==> src/rtl/pc_unit.sv <==
// pc_unit: IF-stage program counter with exception vectoring, redirect,
// stall hold, return-address-stack prediction and sequential increment.
//
// Ports:
//   clk           rising-edge clock
//   reset         asynchronous active-low reset (0 = in reset)
//   stall         hazard hold: pc and RAS keep their values
//   exc_req       exception request; pc <= EXC_VECTOR, epc <= exc_pc
//   exc_pc        PC of the faulting instruction
//   redirect      resolved taken branch/jump; pc <= redirect_pc
//   redirect_pc   redirect target
//   ras_push      call decoded; push ras_push_addr
//   ras_push_addr return address to push
//   ras_pop       return decoded; predict from top of stack
//   pc            current fetch address
//   pc_inc        pc + INC (combinational)
//   epc           last captured exception PC
//   ras_count     number of valid RAS entries
//   ras_hit       RAS prediction used this cycle (combinational)
module pc_unit #(
  parameter int unsigned                  ADDR_WIDTH   = 32,
  parameter logic [ADDR_WIDTH-1:0]        RESET_VECTOR = ADDR_WIDTH'(32'h0000_0000),
  parameter logic [ADDR_WIDTH-1:0]        EXC_VECTOR   = ADDR_WIDTH'(32'h0000_0080),
  parameter int unsigned                  INC          = 4,
  parameter int unsigned                  RAS_DEPTH    = 4
) (
  input  logic                            clk,
  input  logic                            reset,
  input  logic                            stall,
  input  logic                            exc_req,
  input  logic [ADDR_WIDTH-1:0]           exc_pc,
  input  logic                            redirect,
  input  logic [ADDR_WIDTH-1:0]           redirect_pc,
  input  logic                            ras_push,
  input  logic [ADDR_WIDTH-1:0]           ras_push_addr,
  input  logic                            ras_pop,
  output logic [ADDR_WIDTH-1:0]           pc,
  output logic [ADDR_WIDTH-1:0]           pc_inc,
  output logic [ADDR_WIDTH-1:0]           epc,
  output logic [$clog2(RAS_DEPTH):0]      ras_count,
  output logic                            ras_hit
);

  localparam int unsigned PTR_W = $clog2(RAS_DEPTH);
  localparam int unsigned CNT_W = PTR_W + 1;

  localparam logic [PTR_W-1:0]      PTR_ONE  = PTR_W'(1);
  localparam logic [CNT_W-1:0]      CNT_ONE  = CNT_W'(1);
  localparam logic [CNT_W-1:0]      CNT_FULL = CNT_W'(RAS_DEPTH);
  localparam logic [ADDR_WIDTH-1:0] INC_W    = ADDR_WIDTH'(INC);

  typedef enum logic [2:0] {
    SEL_EXC,
    SEL_REDIRECT,
    SEL_HOLD,
    SEL_RAS,
    SEL_SEQ
  } pc_sel_e;

  pc_sel_e               sel;

  logic [ADDR_WIDTH-1:0] pc_q, pc_d;
  logic [ADDR_WIDTH-1:0] epc_q, epc_d;
  logic [PTR_W-1:0]      ptr_q, ptr_d;
  logic [CNT_W-1:0]      cnt_q, cnt_d;
  logic [ADDR_WIDTH-1:0] ras_q [RAS_DEPTH];
  logic [ADDR_WIDTH-1:0] ras_d [RAS_DEPTH];

  logic [PTR_W-1:0]      top_idx;
  logic                  ras_empty;
  logic                  ras_active;
  logic [ADDR_WIDTH-1:0] pc_seq;

  assign top_idx   = ptr_q - PTR_ONE;
  assign ras_empty = (cnt_q == '0);
  assign pc_seq    = pc_q + INC_W;

  // Next-pc source selection, highest priority first.
  always_comb begin
    sel = SEL_SEQ;
    if (exc_req) begin
      sel = SEL_EXC;
    end else if (redirect) begin
      sel = SEL_REDIRECT;
    end else if (stall) begin
      sel = SEL_HOLD;
    end else if (ras_pop && !ras_empty) begin
      sel = SEL_RAS;
    end
  end

  always_comb begin
    pc_d  = pc_q;
    epc_d = epc_q;
    unique case (sel)
      SEL_EXC: begin
        pc_d  = EXC_VECTOR;
        epc_d = exc_pc;
      end
      SEL_REDIRECT: pc_d = redirect_pc;
      SEL_HOLD:     pc_d = pc_q;
      SEL_RAS:      pc_d = ras_q[top_idx];
      SEL_SEQ:      pc_d = pc_seq;
      default:      pc_d = pc_seq;
    endcase
  end

  // RAS only moves when fetch is free-running (prediction or sequential).
  assign ras_active = (sel == SEL_RAS) || (sel == SEL_SEQ);

  always_comb begin
    ras_d = ras_q;
    ptr_d = ptr_q;
    cnt_d = cnt_q;
    if (ras_active) begin
      if ((sel == SEL_RAS) && ras_push) begin
        // Pop then push collapses to replacing the top in place.
        ras_d[top_idx] = ras_push_addr;
      end else if (sel == SEL_RAS) begin
        ptr_d = top_idx;
        cnt_d = cnt_q - CNT_ONE;
      end else if (ras_push) begin
        // When full, ptr_q points at the oldest entry, so it is overwritten.
        ras_d[ptr_q] = ras_push_addr;
        ptr_d        = ptr_q + PTR_ONE;
        cnt_d        = (cnt_q == CNT_FULL) ? cnt_q : cnt_q + CNT_ONE;
      end
    end
  end

  always_ff @(posedge clk or negedge reset) begin
    if (!reset) begin
      pc_q  <= RESET_VECTOR;
      epc_q <= '0;
      ptr_q <= '0;
      cnt_q <= '0;
      for (int unsigned i = 0; i < RAS_DEPTH; i++) begin
        ras_q[i] <= '0;
      end
    end else begin
      pc_q  <= pc_d;
      epc_q <= epc_d;
      ptr_q <= ptr_d;
      cnt_q <= cnt_d;
      for (int unsigned i = 0; i < RAS_DEPTH; i++) begin
        ras_q[i] <= ras_d[i];
      end
    end
  end

  assign pc        = pc_q;
  assign pc_inc    = pc_seq;
  assign epc       = epc_q;
  assign ras_count = cnt_q;
  assign ras_hit   = (sel == SEL_RAS);

endmodule

==> config.mk <==
export PLATFORM = sky130hd
export DESIGN_NAME = pc_unit
export DESIGN_NICKNAME = d
export VERILOG_FILES = /design/src/rtl/pc_unit.sv
export SDC_FILE = /design/constraint.sdc
export NUM_CORES = 1
export LEC_CHECK = 0
export CAP_MARGIN = 30
export CORE_MARGIN = 2
export CORE_UTILIZATION = 52
export DETAILED_ROUTE_END_ITERATION = 10
export PLACE_DENSITY_LB_ADDON = 0.1
export RECOVER_POWER = 50
export SKIP_LAST_GASP = 1
export SLEW_MARGIN = 20
export SYNTH_ARGS = -nofsm -noshare
export SYNTH_HDL_FRONTEND = slang
export SYNTH_SLANG_ARGS = --single-unit
==> constraint.sdc <==
create_clock -name clk -period 3.36 [get_ports clk]
set_input_delay 0.672 -clock clk [delete_from_list [all_inputs] [get_ports clk]]
set_output_delay 0.672 -clock clk [all_outputs]
set_load 0.05 [all_outputs]
==> summary.md, run 1 <==
| Metric | Value |
|---|---|
| Share of post-route cells with drive strength above 1 | `31.3%` |
| Final std cells w/o fill | `1204` |
| Seq cells post-synth | `197` |
| Vias in the first global route | `7567` |
| Nets | `1071` |
| Hold Buf Count CTS | `0` |
| Cells after DPL | `1172` |
| Leakage | `0.00555 uW` |
| Residual DRC | `0` |
| Sw Share | `36.5%` |
| CTS max path bufs | `2` |
| RSZ-0062 raised after global routing | `false` |
| Slew Viols, Final | `118` |
| Synth Net Count | `868` |
| Avg WL per Cell | `22.5 um` |
| Clock-pin slew on the worst setup and hold paths | `0.07 ns` |
| Overflow after GRT | `0` |
| Area Overhead vs Synth | `30.3%` |
| Die area | `20100 sq um` |
| GRT Total Usage | `27.5%` |
| Flop pwr share | `39.1%` |
| Placer congestion estimate | `0.883` |
| Cell Rows | `50` |
| TNS Setup | `0 ns` |
| Synth Instances | `754` |
| Internal power | `5930 uW` |
| Switching power | `3410 uW` |
| Detailed placer's ending HPWL | `19600 um` |
| Nature of the critical path endpoint | `output port` |
| Area leader, netlist | `dfrtp_1` |
| Synth area leaders | `dfrtp_1 50%, mux2_2 18%, mux4_2 7.3%` |
| Clock skew | `0.0142 ns` |
| DR iter-0 viols | `582` |
| Final hold viol count | `0` |
| Status | `complete, but fails checks` |
| Setup-failing EPs final | `0` |
| DP Area | `12300 sq um` |
| Comb power frac | `39.3%` |
| Share of flip-flops with an asynchronous set or reset | `100%` |
| Number of synthesized flops with an enable pin | `0` |
| # H-tree levels | `4` |
| Mapped Area | `9880 sq um` |
| Syn_area_per_cell | `13.1 sq um` |
| Primary FF master, synth | `dfrtp_1` |
| Diodes inserted | `0` |
| Post-CTS Setup Repair Bufs | `0` |
| Failing checks | `max-capacitance violations, max-slew violations` |
| Largest fanout on the critical path | `7` |
| I/O pin count | `203` |
| CTS sink count | `197` |
| Input/output buffers | `202` |
| Largest family of logic cells by synthesized area | `multiplexers` |
| Max cap viols | `2` |
| ANT nets after route | `0` |
| Fin crit share | `96.7%` |
| Minimum clock period | `3.25 ns` |
| DR vias | `7361` |
| Post-synthesis compound-gate area fraction | `7.68%` |
| First-pass GRT wire length | `42400 um` |
| CP Data Required Time | `2.69 ns` |
| Worst-Margin Slew | `2.16 ns` |
| Worst slew margin | `-44.0%` |
| YS warnings | `0` |
| Crit path DAT | `2.58 ns` |
| Pwr per Cell Area | `725 nW/um^2` |
| Startpoint types | `flop` |
| Clock share of power | `21.6%` |
| Drt pass-1 iters | `5` |
| Clk_lat worst skew | `0.43 ns` |
| Via density | `6.11` |
| CP Cell Sequence | `ha_2, and4_2, nand4_4, nor4_4, xor2_1, buf_12` |
| XOR/XNOR Fraction of Synth Area | `2.75%` |
| Starting Density | `53.0%` |
| Critical Path Max Stage Delay | `0.48 ns` |
| DIE HEIGHT | `142 um` |
| Initial antenna violation count | `0` |
| Post-layout instance area | `12900 sq um` |
| Post-synthesis cell type count | `64` |
| Largest net degree at the start of global routing | `84` |
| Root Driver | `clkbuf_16` |
| Post-synthesis sequential area ratio | `49.9%` |
| CTS buffer count | `17` |
| Critical path buffers and inverters | `1` |
| Worst Hold Class | `reg -> reg` |
| Area of the core | `18600 sq um` |
| Adder-Cell Fraction of Synth Area | `1.47%` |
| CTS tree | `yes` |
| Peak supply drop | `0.526 mV` |
| Crit path max-delay cell type | `dfrtp_1` |
| Cell family with most CP delay | `simple AND/OR/NAND/NOR gates` |
| Design Power | `9330 uW` |
| Yosys top cell area share | `49.9%` |
| Fmax | `308 MHz` |
| Simple-gate share of the synthesized area | `8.54%` |
| Multiplexer area fraction after synthesis | `26.2%` |
| CP Class | `reg -> out` |
| Drt total wl | `27100 um` |
| FILL cells | `1329` |
| Die Span X | `142 um` |
-- cells in the final DEF (no fill, tap or decap), types with 7 or more instances in the layout --
master	synthesis	final
xor2_1	13	13
o22ai_1	7	7
mux2i_1	7	7
dlygate4sd3_1	0	9
ha_1	10	9
nor3_1	17	16
nand3_1	23	23
dfrtp_1	197	194
xnor2_1	18	17
nor2_1	19	19
nand2_1	31	31
a21oi_1	19	19
a31oi_1	9	9
mux4_2	32	32
mux2_2	154	153
nand4_1	7	7
clkbuf_16	0	17
o21ai_0	15	15
buf_4	17	36
and3_1	8	8
mux2_1	6	7
clkbuf_1	18	7
clkdlybuf4s50_1	0	165
inv_1	13	13
-- power by group through the flow --
stage / clock network (uW) / logic, uW / registers (uW)
2_1_floorplan: 0 / 2200 / 3860
3_3_place_gp: 0 / 3560 / 3600
3_5_place_dp: 0 / 3680 / 3680
4_1_cts: 2050 / 3700 / 3640
5_1_grt: 2160 / 3880 / 3740
6_report: 2010 / 3670 / 3650
-- layout make-up --
class	instances	area [sq um]	share of cell area, %
flip-flops and latches	197	4930	38.3
inverters	14	52.6	0.408
clock inverters	15	161	1.25
repair buffers	238	2360	18.3
well taps	234	293	2.27
multi-input cells	489	4650	36.1
clock buffers	17	425	3.31
-- cell families after synthesis --
kind of cell               count (synthesis)
AOI/OAI and AO/OA                        106
xor gates and xnor gates                  31
adders and majority gates                 11
buffers and inverters                     68
DFF                                      197
muxes                                    199
and+or+nand+nor                          142
-- metal layers --
metal / routed length, um / up-vias / GRT usage, %
met3: 1740 / 38 / 5.40
li1: - / 3224 / -
met1: 11700 / 3780 / 38.3
met5: 0 / - / 0
met4: 414 / 0 / 6.74
met2: 13200 / 319 / 44.9
-- path summary, 6_finish.rpt --
path | cells after the start | end | slack [ns] | start
min in group asynchronous | 1 | epc[17] | 0.86 | reset
worst max register to register | 9 | ras_q[68] | 0.55 | ras_count[0]
worst min-delay path | 1 | ras_q[64] | 0.49 | ras_q[64]
worst min register to register | 1 | ras_q[64] | 0.49 | ras_q[64]
max in group asynchronous | 2 | pc[4] | 0.57 | reset
worst max-delay path | 6 | pc_inc[28] | 0.11 | pc[3]
-- Yosys cell counts, types with 4 or more instances --
cell and count:
and3_1 8, nor2_4 5, xnor2_1 18, mux2_2 154
nand2_1 31, dfrtp_1 197, nor2_1 19, mux2i_1 7
buf_1 5, a31oi_1 9, xor2_1 13, o221a_2 6
clkbuf_1 18, nor3_1 17, a21oi_1 19, nand3_1 23
o311a_1 4, o221ai_1 6, o22ai_1 7, nand4_1 7
nor4_1 5, and4_1 6, inv_1 13, buf_4 17
buf_2 12, o21ai_0 15, a221oi_1 4, mux4_2 32
ha_1 10, mux2_1 6, a22oi_1 4
-- metrics by stage --
step                      hold slack, ns  utilization [%]  setup slack, ns
final                              0.488             69.0            0.110
after floorplan                    0.376                -           0.0329
after CTS                          0.306             69.2           0.0129
after detailed placement           0.472             66.0           0.0947
after global placement             0.463             65.4          -0.0735
after global routing               0.513             69.0          0.00603
-- state kept, by name (all words and copies together) (netlist names) --
register,flops
epc,32
pc,32
ptr_q,2
ras_count,3
ras_q,128
-- what timing repair did --
item	4_1_cts	5_1_grt
endpoints found under the setup margin	7	11
cloned	0	0
resized for setup	7	10
Power figures use the tool's default switching activity.
==> run 2, diff against run 1 <==
Settings changed: PLACE_DENSITY set to 0.83, PLACE_DENSITY_LB_ADDON 0.1 to not set.
==> run 2 against run 1 <==
Against the previous run:
- the run still ends with max-capacitance violations, max-slew violations left
- non-clock buffer count down 10
- sequential power about the same
- first-iteration DRC count up 24%
- register-to-register slack worse by 0.07 ns
- critical path type unchanged
- critical endpoint is now pc_inc[31]
==> summary.md, run 2 (synthesized netlist as in run 1, its figures left out) <==
| Metric | Value |
|---|---|
| Status | `complete, but fails checks` |
| Failing checks | `max-capacitance violations, max-slew violations` |
| Post-cts resize count | `5 (-2)` |
| Drt total wl | `27100 um (about the same)` |
| Design Power | `9380 uW (+0.43%)` |
| ANT nets after route | `0 (unchanged)` |
| Placer congestion estimate | `0.861 (-2.6%)` |
| Commonest non-fill, non-tap cell in the layout | `dfrtp_1` |
| Largest fanout on the critical path | `8 (+1)` |
| CTS sink count | `197 (unchanged)` |
| Root Driver | `clkbuf_16` |
| Worst Hold Class | `reg -> reg` |
| Peak supply drop | `0.440 mV (-16%)` |
| R2r startpoint | `ptr_q[0]` |
| Die area | `20100 sq um (unchanged)` |
| Via density | `6.18 (+1.0%)` |
| Avg WL per Cell | `22.7 um (+0.69%)` |
| Min Hold Slack | `0.486 ns (-0.00262 ns)` |
| Leakage | `0.00552 uW (-0.45%)` |
| Nets | `1061 (-0.93%)` |
| Clock share of power | `21.5% (about the same)` |
| Share of post-route cells with drive strength above 1 | `31.0% (-0.30 points)` |
| Commonest cells after routing, fill and taps aside | `196 x dfrtp_1, 169 x clkdlybuf4s50_1, 154 x mux2_2` |
| Largest registers | `ras_q: 128 flops, epc: 32 flops, pc: 32 flops` |
| DR iter-0 viols | `722 (+24%)` |
| CP Data Required Time | `2.69 ns (about the same)` |
| Utilization after layout | `69.0% (about the same)` |
| Crit path DAT | `2.58 ns (about the same)` |
| Switching power | `3360 uW (-1.5%)` |
| Clock-pin slew on the worst setup and hold paths | `0.07 ns (about the same)` |
| Die Span X | `142 um (unchanged)` |
| Worst Setup SP | `pc[16]` |
| Starting Density | `53.0% (unchanged)` |
| Largest register by flop count | `ras_q` |
| RSZ-0062 raised after global routing | `true` |
| Slew Viols, Final | `85 (-28%)` |
| Clock skew | `0.00861 ns (-0.00556 ns)` |
| Hold Buf Count CTS | `0 (unchanged)` |
| Fin crit share | `96.9% (+0.20 points)` |
| Post-layout instance area | `12900 sq um (about the same)` |
| Minimum clock period | `3.26 ns (+0.00675 ns)` |
| Worst-Margin Slew | `2.19 ns (+0.0294 ns)` |
| Area Overhead vs Synth | `30.3% (about the same)` |
| GRT Total Usage | `27.3% (-0.13 points)` |
| Crit path max-delay cell type | `nor4b_2` |
| First-pass GRT wire length | `42100 um (-0.83%)` |
| Vias in the first global route | `7450 (-1.5%)` |
| Hold_sp | `ras_q[64]` |
| DP Area | `12300 sq um (-0.10%)` |
| Max cap viols | `1 (-1)` |
| Flop pwr share | `39.1% (about the same)` |
| Comb power frac | `39.5% (+0.2 points)` |
| Fmax | `307 MHz (-0.21%)` |
| DR vias | `7382 (+0.29%)` |
| CP Class | `reg -> out` |
| Worst slew margin | `-46.0% (-2.0 points)` |
| Initial antenna violation count | `2 (+2)` |
| Residual DRC | `0 (unchanged)` |
| Largest net degree at the start of global routing | `85 (+1.2%)` |
| Area of the core | `18600 sq um (unchanged)` |
| CP Cell Sequence | `and4_1, nand3_1, nor4b_2, xor2_1, buf_4` |
| Pwr per Cell Area | `729 nW/um^2 (+0.48%)` |
| Clk_lat worst skew | `0.43 ns (about the same)` |
| Nature of the critical path endpoint | `output port` |
| Input/output buffers | `202 (unchanged)` |
| TNS Setup | `0 ns (unchanged)` |
| Setup-failing EPs final | `0 (unchanged)` |
| CTS max path bufs | `2 (unchanged)` |
| DIE HEIGHT | `142 um (unchanged)` |
| Startpoint types | `flop` |
| Post-CTS Setup Repair Bufs | `0 (unchanged)` |
| Max FFs per register | `128 (unchanged)` |
| Overflow after GRT | `0 (unchanged)` |
| # H-tree levels | `4 (unchanged)` |
| Sw Share | `35.8% (-0.70 points)` |
| Drt pass-1 iters | `6 (+1)` |
| I/O pin count | `203 (unchanged)` |
| CTS buffer count | `17 (unchanged)` |
| Detailed placer's ending HPWL | `18900 um (-3.8%)` |
| Cell Rows | `50 (unchanged)` |
| Internal power | `6020 uW (+1.5%)` |
| Critical Path Max Stage Delay | `0.61 ns (+0.13 ns)` |
| Final hold viol count | `0 (unchanged)` |
| CTS tree | `yes` |
==> run 2: cell types whose count changed in the layout (fill, tap and decap cells not counted), sizes merged <==
cell / delta
clkinvlp: -1
clkinv: -4
dlygate4sd3: -4
clkdlybuf4s50: +4
inv: +1
dlygate4sd2: -3
buf: -4
bufinv: +1
diode: +1
==> run 2: layer usage <==
metal | track usage, % | share of wire (%) | vias up | wire, um
met1 | 35.9 | 39 | 3761 | 10700
li1 | - | - | 3211 | -
met5 | 0 | 0.052 | - | 14
met4 | 7.79 | 2.2 | 2 | 595
met2 | 45.7 | 50 | 350 | 13700
met3 | 6.65 | 7.8 | 58 | 2120
==> run 2: power by group through the flow <==
stage / Combinational (uW) / Clock [uW] / Sequential [uW]
after detailed placement: 3670 / 0 / 3680
after CTS: 3700 / 2040 / 3650
after global placement: 3570 / 0 / 3620
after floorplan: 2200 / 0 / 3860
final: 3700 / 2010 / 3660
after global routing: 3900 / 2130 / 3750
==> run 2: worst max-delay path, delay by kind of cell (launching register included) <==
family                    cells  cell delay, ns
and+or+nand+nor               3            1.24
DFF                           1            0.51
buffers and inverters         1            0.21
xor gates and xnor gates      1            0.19
==> run 2: final timing paths <==
kind / to / slack (ns) / cells after the start
min: ras_q[64] / 0.49 / 1
min in group asynchronous: epc[21] / 0.86 / 1
max: pc_inc[31] / 0.10 / 5
min reg2reg: ras_q[64] / 0.49 / 1
max reg2reg: pc[13] / 0.48 / 6
max in group asynchronous: ras_q[88] / 0.62 / 2
==> run 2: layout make-up <==
cell class / instances / area (sq um)
Antenna cell: 1 / 2.50
Clock buffer: 20 / 437
Clock inverter: 12 / 138
Fill cell: 1324 / 5780
Inverter: 14 / 52.6
Multi-Input combinational cell: 489 / 4650
Sequential cell: 197 / 4930
Tap cell: 234 / 293
Timing Repair Buffer: 228 / 2360
==> run 2: through the flow <==
stage / instances / setup slack [ns]
5_1_grt: 1194 / -0.0171
3_3_place_gp: 1162 / 0.281
6_report: 1195 / 0.104
2_1_floorplan: 754 / 0.0329
3_5_place_dp: 1162 / 0.198
4_1_cts: 1194 / 0.0343
